**src/rtl/serial_sub.sv**
```systemverilog
// Bit-serial subtractor: D = A - B - Bin, one bit per clock, LSB first.
// Define SERIAL_SUB_OVF_EN to compute signed overflow; otherwise ovf is tied to 0.
module serial_sub #(
   parameter int WIDTH = 8
) (
   input  logic             clk,
   input  logic             rst,
   input  logic             start,
   input  logic [WIDTH-1:0] a,
   input  logic [WIDTH-1:0] b,
   input  logic             bin,
   output logic             busy,
   output logic             done,
   output logic [WIDTH-1:0] d,
   output logic             bout,
   output logic             ovf
);

   localparam int CNT_W = $clog2(WIDTH);
   localparam logic [CNT_W-1:0] CNT_LAST = CNT_W'(WIDTH - 1);

   typedef enum logic [1:0] {
      IDLE  = 2'd0,
      SHIFT = 2'd1,
      DONE  = 2'd2
   } state_t;

   state_t           r_state;
   state_t           w_state_next;
   logic [WIDTH-1:0] r_sa;
   logic [WIDTH-1:0] r_sb;
   logic [WIDTH-1:0] r_rs;
   logic             r_brw;
   logic [CNT_W-1:0] r_cnt;
   logic [WIDTH-1:0] r_d;
   logic             r_bout;

   logic             w_x;
   logic             w_y;
   logic             w_diff;
   logic             w_brw_next;
   logic             w_last;
   logic [WIDTH-1:0] w_rs_next;

   // Full-subtractor slice on the current LSBs.
   assign w_x        = r_sa[0];
   assign w_y        = r_sb[0];
   assign w_diff     = w_x ^ w_y ^ r_brw;
   assign w_brw_next = (~w_x & w_y) | (~(w_x ^ w_y) & r_brw);
   assign w_rs_next  = {w_diff, r_rs[WIDTH-1:1]};
   assign w_last     = (r_cnt == CNT_LAST);

   always_ff @(posedge clk) begin
      if (rst) begin
         r_state <= IDLE;
      end else begin
         r_state <= w_state_next;
      end
   end

   always_comb begin
      w_state_next = r_state;
      case (r_state)
         IDLE:    if (start) w_state_next = SHIFT;
         SHIFT:   if (w_last) w_state_next = DONE;
         DONE:    w_state_next = IDLE;
         default: w_state_next = IDLE;
      endcase
   end

   always_comb begin
      busy = (r_state != IDLE);
      done = (r_state == DONE);
   end

   always_ff @(posedge clk) begin
      if (rst) begin
         r_sa   <= '0;
         r_sb   <= '0;
         r_rs   <= '0;
         r_brw  <= 1'b0;
         r_cnt  <= '0;
         r_d    <= '0;
         r_bout <= 1'b0;
      end else begin
         case (r_state)
            IDLE: begin
               if (start) begin
                  r_sa  <= a;
                  r_sb  <= b;
                  r_brw <= bin;
                  r_cnt <= '0;
               end
            end
            SHIFT: begin
               r_sa  <= r_sa >> 1;
               r_sb  <= r_sb >> 1;
               r_rs  <= w_rs_next;
               r_brw <= w_brw_next;
               if (w_last) begin
                  r_d    <= w_rs_next;
                  r_bout <= w_brw_next;
               end else begin
                  r_cnt <= r_cnt + 1'b1;
               end
            end
            default: ;
         endcase
      end
   end

   assign d    = r_d;
   assign bout = r_bout;

`ifdef SERIAL_SUB_OVF_EN
   logic r_ovf;

   // Overflow = borrow into the MSB slice differs from borrow out of it.
   always_ff @(posedge clk) begin
      if (rst) begin
         r_ovf <= 1'b0;
      end else if (r_state == SHIFT && w_last) begin
         r_ovf <= r_brw ^ w_brw_next;
      end
   end

   assign ovf = r_ovf;
`else
   assign ovf = 1'b0;
`endif

endmodule

```
**config.mk**
```make
export PLATFORM = sky130hd
export DESIGN_NAME = serial_sub
export DESIGN_NICKNAME = d
export VERILOG_FILES = /design/src/rtl/serial_sub.sv
export SDC_FILE = /design/constraint.sdc
export NUM_CORES = 1
export LEC_CHECK = 0
export CORE_MARGIN = 1.5
export CORE_UTILIZATION = 26
export DETAILED_ROUTE_END_ITERATION = 10
export HOLD_SLACK_MARGIN = 0.12
export PLACE_DENSITY = 0.49
export SLEW_MARGIN = 20
export SYNTH_ARGS = -nofsm -noshare
export SYNTH_HDL_FRONTEND = slang
export SYNTH_SLANG_ARGS = --single-unit
```
**constraint.sdc**
```tcl
create_clock -name clk -period 1.5 [get_ports clk]
set_input_delay 0.225 -clock clk [delete_from_list [all_inputs] [get_ports clk]]
set_output_delay 0.225 -clock clk [all_outputs]
set_load 0.005 [all_outputs]
```
==> impl_metrics.json, run 1 <==
{
  "drt-vias-per-instance": 4.561,
  "synth.area.top_cells": "dfxtp_1 (45%), mux2i_1 (13%), nor2_1 (5.7%)",
  "fill_cells": 624,
  "pin_count": 32,
  "grt_remaining_overflow": 0,
  "grt_pass1_vias": 1280,
  "synth_nets": 197,
  "synth_seq_cells": 38,
  "path_clk_slew_ns": 0.08,
  "rsz_0062_raised_after_global_routing": "no",
  "drcViolationCount": 0,
  "critical_path.max_stage_delay_ns": 0.47,
  "floorplan.initialDensity_pct": 26.78,
  "synth_area_sq_um": 1700,
  "regArea_sq_um": 765.7,
  "achievable-frequency_mhz": 734.7,
  "max-cap-violations": 0,
  "insertedDiodeCount": 0,
  "drtAntennaViolNets": 0,
  "area_growth_syn_to_layout_pct": 33.77,
  "postLayoutSetupSlackWorst_ns": 0.1389,
  "num_vias": 1309,
  "placement.setup.worst_slack_ns": 0.005436,
  "ys_dominant_reg_cell": "dfxtp_1",
  "layout_cell_share_with_drive_strength_beyond_1_pct": 16.67,
  "cts_hold_buffers_added": 0,
  "worst_hold_path_type": "reg -> reg",
  "outcome": "completed",
  "critical_path_peak_fanout": 10,
  "ys_seq_area_share_pct": 44.74,
  "critical_path.reg2reg.endpoint": "r_brw",
  "floorplan.die_area_sq_um": 7034,
  "postSynthCellCount": 174,
  "start_kind": "flop",
  "powerDensity_nw_per_um2": 1079,
  "cts.sink_count": 38,
  "crit_path_end_kind": "flop",
  "worst-setup-path-type": "reg -> reg",
  "setup-tns-final_ns": 0,
  "power.leakage_nw": 0.8662,
  "cts-buffers-inserted": 5,
  "clockBufferDepth": 2,
  "critical_path_required_ns": 1.68,
  "mean_post_synth_cell_area_sq_um": 9.772,
  "io_buffer_count": 30,
  "setup_viol": 0,
  "cts-htree-levels": 2,
  "cts_tree": "yes",
  "instances_no_fill": 287,
  "clock_insertion_delay_worst_skew_ns": 0.29,
  "dp.cells": 278,
  "grt_start_max_net_pins": 39,
  "synth_top_area_cell": "dfxtp_1",
  "ys_warn_count": 0,
  "global_route_wire_length_before_repair_um": 5899,
  "number_of_nets_in_the_layout": 232,
  "detailedPlacementHpwl_um": 2275,
  "initialDrtViolationCount": 54,
  "async_reset_ff_share_pct": 0,
  "fin_crit_ns": 1.361,
  "endpoint_arrival_time_on_the_critical_path_ns": 1.54,
  "power.total_mw": 2.455,
  "finalMaxSlewViolations": 0,
  "placement_rows": 29,
  "yosys.cell_types.count": 28,
  "hold_violations": 0,
  "wl_per_cell_um": 11.21,
  "wirelength_um": 3216,
  "synth-edff-count": 0,
  "root_buffer": "clkbuf_8",
  "multiInputGateArea_sq_um": 802.0,
  "critPathLaunch": "r_state[0]",
  "reg2reg_depth": 4,
  "die_w_um": 83.87,
  "detailedRoute.firstPassIterationCount": 4,
  "grt_use_total_pct": 10.38,
  "fin_worst_skew_ns": 0.008734,
  "setup.reg_to_reg.worst_slack_ns": 0.14,
  "synth_top_cell_area_share_pct": 44.74,
  "timing.critical_path.cells": "buf_4 > or3b_2 > a21oi_1 > a211oi_1",
  "gpl.final_weighted_congestion": 0.7404,
  "ir_drop_mv": 0.6049,
  "fin_crit_sh_pct": 90.74,
  "rr_startpoint": "r_state[0]",
  "antenna_violations_before_repair": 0,
  "crit_path_to": "r_brw",
  "die_h_um": 83.87,
  "core_area_sq_um": 6350,
  "critical-path-slowest-cell": "or3b_2"
}
-- synthesized netlist by cell type (all sizes together), types with 2 or more instances --
library cell / count
a31oi: 3
ha: 2
mux2i: 22
a211oi: 15
nand3: 12
buf: 11
dfxtp: 38
nor2b: 2
clkbuf: 5
nand2: 12
nor2: 26
inv: 4
a21oi: 11
a32oi: 2
-- worst max-delay path, delay by kind of cell, from the launching register on --
kind | cells | cell delay (ns)
buffers and inverters | 1 | 0.19
AO/OA/AOI/OAI | 2 | 0.22
flip-flops | 1 | 0.38
AND/OR/NAND/NOR | 1 | 0.47
-- how the worst min path moves through the flow --
stage / start / endpoint / slack, ns / cells past startpoint
final: d[7] / d[7] / 0.45 / 2
after CTS: d[7] / d[7] / 0.46 / 2
after global placement: d[7] / d[7] / 0.44 / 2
after global routing: d[2] / d[2] / 0.48 / 2
after detailed placement: d[7] / d[7] / 0.45 / 2
after floorplan: start / r_sa[7] / 0.39 / 2
-- where the power goes --
part	total (mW)	switching (mW)	leakage [nW]	internal [mW]
sequential	1.09	0.0296	0.312	1.06
combinational	0.301	0.134	0.483	0.167
clock	1.07	0.359	0.0714	0.709
total	2.45	0.523	0.866	1.93
-- registers in the layout (all words and copies together), names as in the netlist --
register / cells
d: 8
r_sa: 8
r_sb: 8
r_rs: 7
r_cnt: 3
r_state: 2
bout: 1
r_brw: 1
-- area by class of cell --
cell class              instances  area share, %
clock buffers                   6          3.630
clock inverters                 2          2.640
inverters                       4         0.6601
multi-input cells             116          35.26
flip-flops and latches         38          33.66
well taps                      77          4.235
repair buffers                 44          19.91
-- cell families after synthesis --
| kind of cell | share of synthesized area (%) |
|---|---|
| and+or+nand+nor | 14.86 |
| muxes | 12.95 |
| buffers and inverters | 8.536 |
| other | 0.2205 |
| adders and majority gates | 2.649 |
| AOI/OAI and AO/OA | 16.04 |
| DFF | 44.74 |
-- through the flow --
| stage | area [sq um] | hold slack [ns] | util (%) |
|---|---|---|---|
| 3_3_place_gp | 2115 | 0.4436 | 33.30 |
| 3_5_place_dp | 2115 | 0.4490 | 33.30 |
| 2_1_floorplan | 1700 | 0.3908 | - |
| 5_1_grt | 2275 | 0.4824 | 35.82 |
| 6_report | 2275 | 0.4545 | 35.82 |
| 4_1_cts | 2267 | 0.4600 | 35.70 |
-- placed cells by master, fill, tap and decap left out, drive strengths merged, types with 3 or more instances in the layout --
master / Yosys / final
buf: 11 / 14
clkdlybuf4s50: 0 / 28
dfxtp: 38 / 38
clkbuf: 5 / 6
a31oi: 3 / 3
a21oi: 11 / 11
nand2: 12 / 12
inv: 4 / 4
a211oi: 15 / 15
nor2: 26 / 26
nand3: 12 / 12
mux2i: 22 / 22
-- timing repair --
action / 4_1_cts / 5_1_grt
gates resized for setup: 7 / 0
buffers inserted: 0 / 1
hold endpoints to repair: 0 / 0
endpoints found under the setup margin: 2 / 9
pin swaps: 0 / 1
-- routing by layer --
layer | vias to the layer above | wire (um) | global-route usage (%)
met5 | - | 0 | 0
met4 | 0 | 70 | 4.918
met3 | 6 | 122 | 3.165
met2 | 20 | 1372 | 15.69
met1 | 603 | 1650 | 13.47
li1 | 680 | - | -
No activity file was read; power rests on OpenSTA's default activity.
==> inputs of run 2 (changes only) <==
CTS_CLUSTER_SIZE = 24   (was default)
SKIP_CTS_REPAIR_TIMING = 1   (was default)
==> impl_metrics.json, run 2 (same netlist as run 1, synthesis figures left out) <==
{
  "wirelength_um": 3216,
  "crit_family": "simple AND/OR/NAND/NOR gates",
  "critical_path.max_stage_delay_ns": 0.47,
  "achievable-frequency_mhz": 734.7,
  "fin_crit_ns": 1.361,
  "postLayoutSetupSlackWorst_ns": 0.1389,
  "fill_cells": 624,
  "io_buffer_count": 30,
  "critical-path-slowest-cell": "or3b_2",
  "gpl.final_weighted_congestion": 0.7404,
  "grt_use_total_pct": 10.38,
  "grt_pass1_vias": 1284,
  "power.leakage_nw": 0.8899,
  "outcome": "completed",
  "min_from": "d[7]",
  "cts.sink_count": 38,
  "regArea_sq_um": 765.7,
  "timing.hold.ws_ns": 0.4545,
  "finalMaxSlewViolations": 0,
  "drtAntennaViolNets": 0,
  "fin_crit_sh_pct": 90.74,
  "setup_viol": 0,
  "grt_remaining_overflow": 0,
  "timing.critical_path.cells": "buf_4 > or3b_2 > a21oi_1 > a211oi_1",
  "path_clk_slew_ns": 0.08,
  "powerDensity_nw_per_um2": 1076,
  "layout_commonest_cell": "dfxtp_1",
  "drcViolationCount": 0,
  "cts_tree": "yes",
  "die_w_um": 83.87,
  "clock_insertion_delay_worst_skew_ns": 0.29,
  "hold_violations": 0,
  "crit_path_end_kind": "flop",
  "cts-htree-levels": 2,
  "mostFrequentLayoutCells": "dfxtp_1 (36), clkdlybuf4s50_1 (28), nor2_1 (25), mux2i_1 (22)",
  "wl_per_cell_um": 11.21,
  "num_vias": 1309,
  "placement_rows": 29,
  "pin_count": 32,
  "clockBufferDepth": 2,
  "insertedDiodeCount": 0,
  "placement.setup.worst_slack_ns": 0.005436,
  "root_buffer": "clkbuf_8",
  "worst-setup-path-type": "reg -> reg",
  "layout_cell_share_with_drive_strength_beyond_1_pct": 16.67,
  "cts-buffers-inserted": 5,
  "fin_worst_skew_ns": 0.008733,
  "ir_drop_mv": 0.6049,
  "total_cell_area_at_the_placement_stage_sq_um": 2115,
  "floorplan.die_area_sq_um": 7034,
  "multiInputGateArea_sq_um": 802.0,
  "endpoint_arrival_time_on_the_critical_path_ns": 1.54,
  "cp.buffers_inverters": 1,
  "dp.cells": 278,
  "core_area_sq_um": 6350,
  "drt-vias-per-instance": 4.561,
  "global_route_wire_length_before_repair_um": 5906,
  "critical_path_peak_fanout": 10,
  "initialDrtViolationCount": 55,
  "rsz_0062_raised_after_global_routing": "no",
  "final_cell_area_sq_um": 2282,
  "instances_no_fill": 287,
  "number_of_nets_in_the_layout": 232,
  "critical_path_required_ns": 1.68,
  "detailedPlacementHpwl_um": 2275,
  "antenna_violations_before_repair": 0,
  "critPathLaunch": "r_state[0]",
  "floorplan.initialDensity_pct": 26.78,
  "max-cap-violations": 0,
  "area_growth_syn_to_layout_pct": 34.22,
  "detailedRoute.firstPassIterationCount": 4,
  "finalCoreUtilization_pct": 35.94,
  "start_kind": "flop",
  "grt_start_max_net_pins": 39,
  "worst_hold_path_type": "reg -> reg",
  "die_h_um": 83.87,
  "rr_startpoint": "r_state[0]"
}
==> run 2: final timing paths <==
check	slack, ns	to	cells past startpoint
hold reg to reg	0.45	d[7]	2
setup reg to reg	0.14	r_brw	4
hold / removal	0.45	d[7]	2
setup / recovery	0.14	r_brw	4
==> run 2: cell type report <==
class / instances / area share [%]
timing repair buffer: 44 / 20.18
sequential: 38 / 33.55
inverter: 4 / 0.6579
multi-input combinational: 116 / 35.14
clock buffer: 6 / 3.618
clock inverter: 2 / 2.632
tap: 77 / 4.221
==> run 2: per-stage QoR <==
step                power, mW  setup TNS (ns)
floorplan               1.306               0
CTS                     2.493         -0.1881
global placement        1.411               0
detailed placement      1.412               0
global route            2.587               0
finish                  2.456               0
==> run 2: worst register-to-register path, cell delays in order, from the launching register on <==
cell and delay, ns:
dfxtp_4 0.38, buf_4 0.19, or3b_2 0.47, a21oi_1 0.16, a211oi_1 0.06
==> run 2: power breakdown <==
part           internal [mW]  leakage, nW  switching [mW]  total [mW]
combinational          0.167        0.507           0.134       0.302
clock                  0.709       0.0714           0.359        1.07
sequential              1.06        0.312          0.0296        1.09
total                   1.93        0.890           0.523        2.46
==> run 2: per-layer routing <==
layer  up-vias  track usage, %  wire [um]
met4         0           4.918         70
met5         -               0          0
met2        20           15.62       1374
li1        680               -          -
met1       603           13.53       1648
met3         6           3.165        122
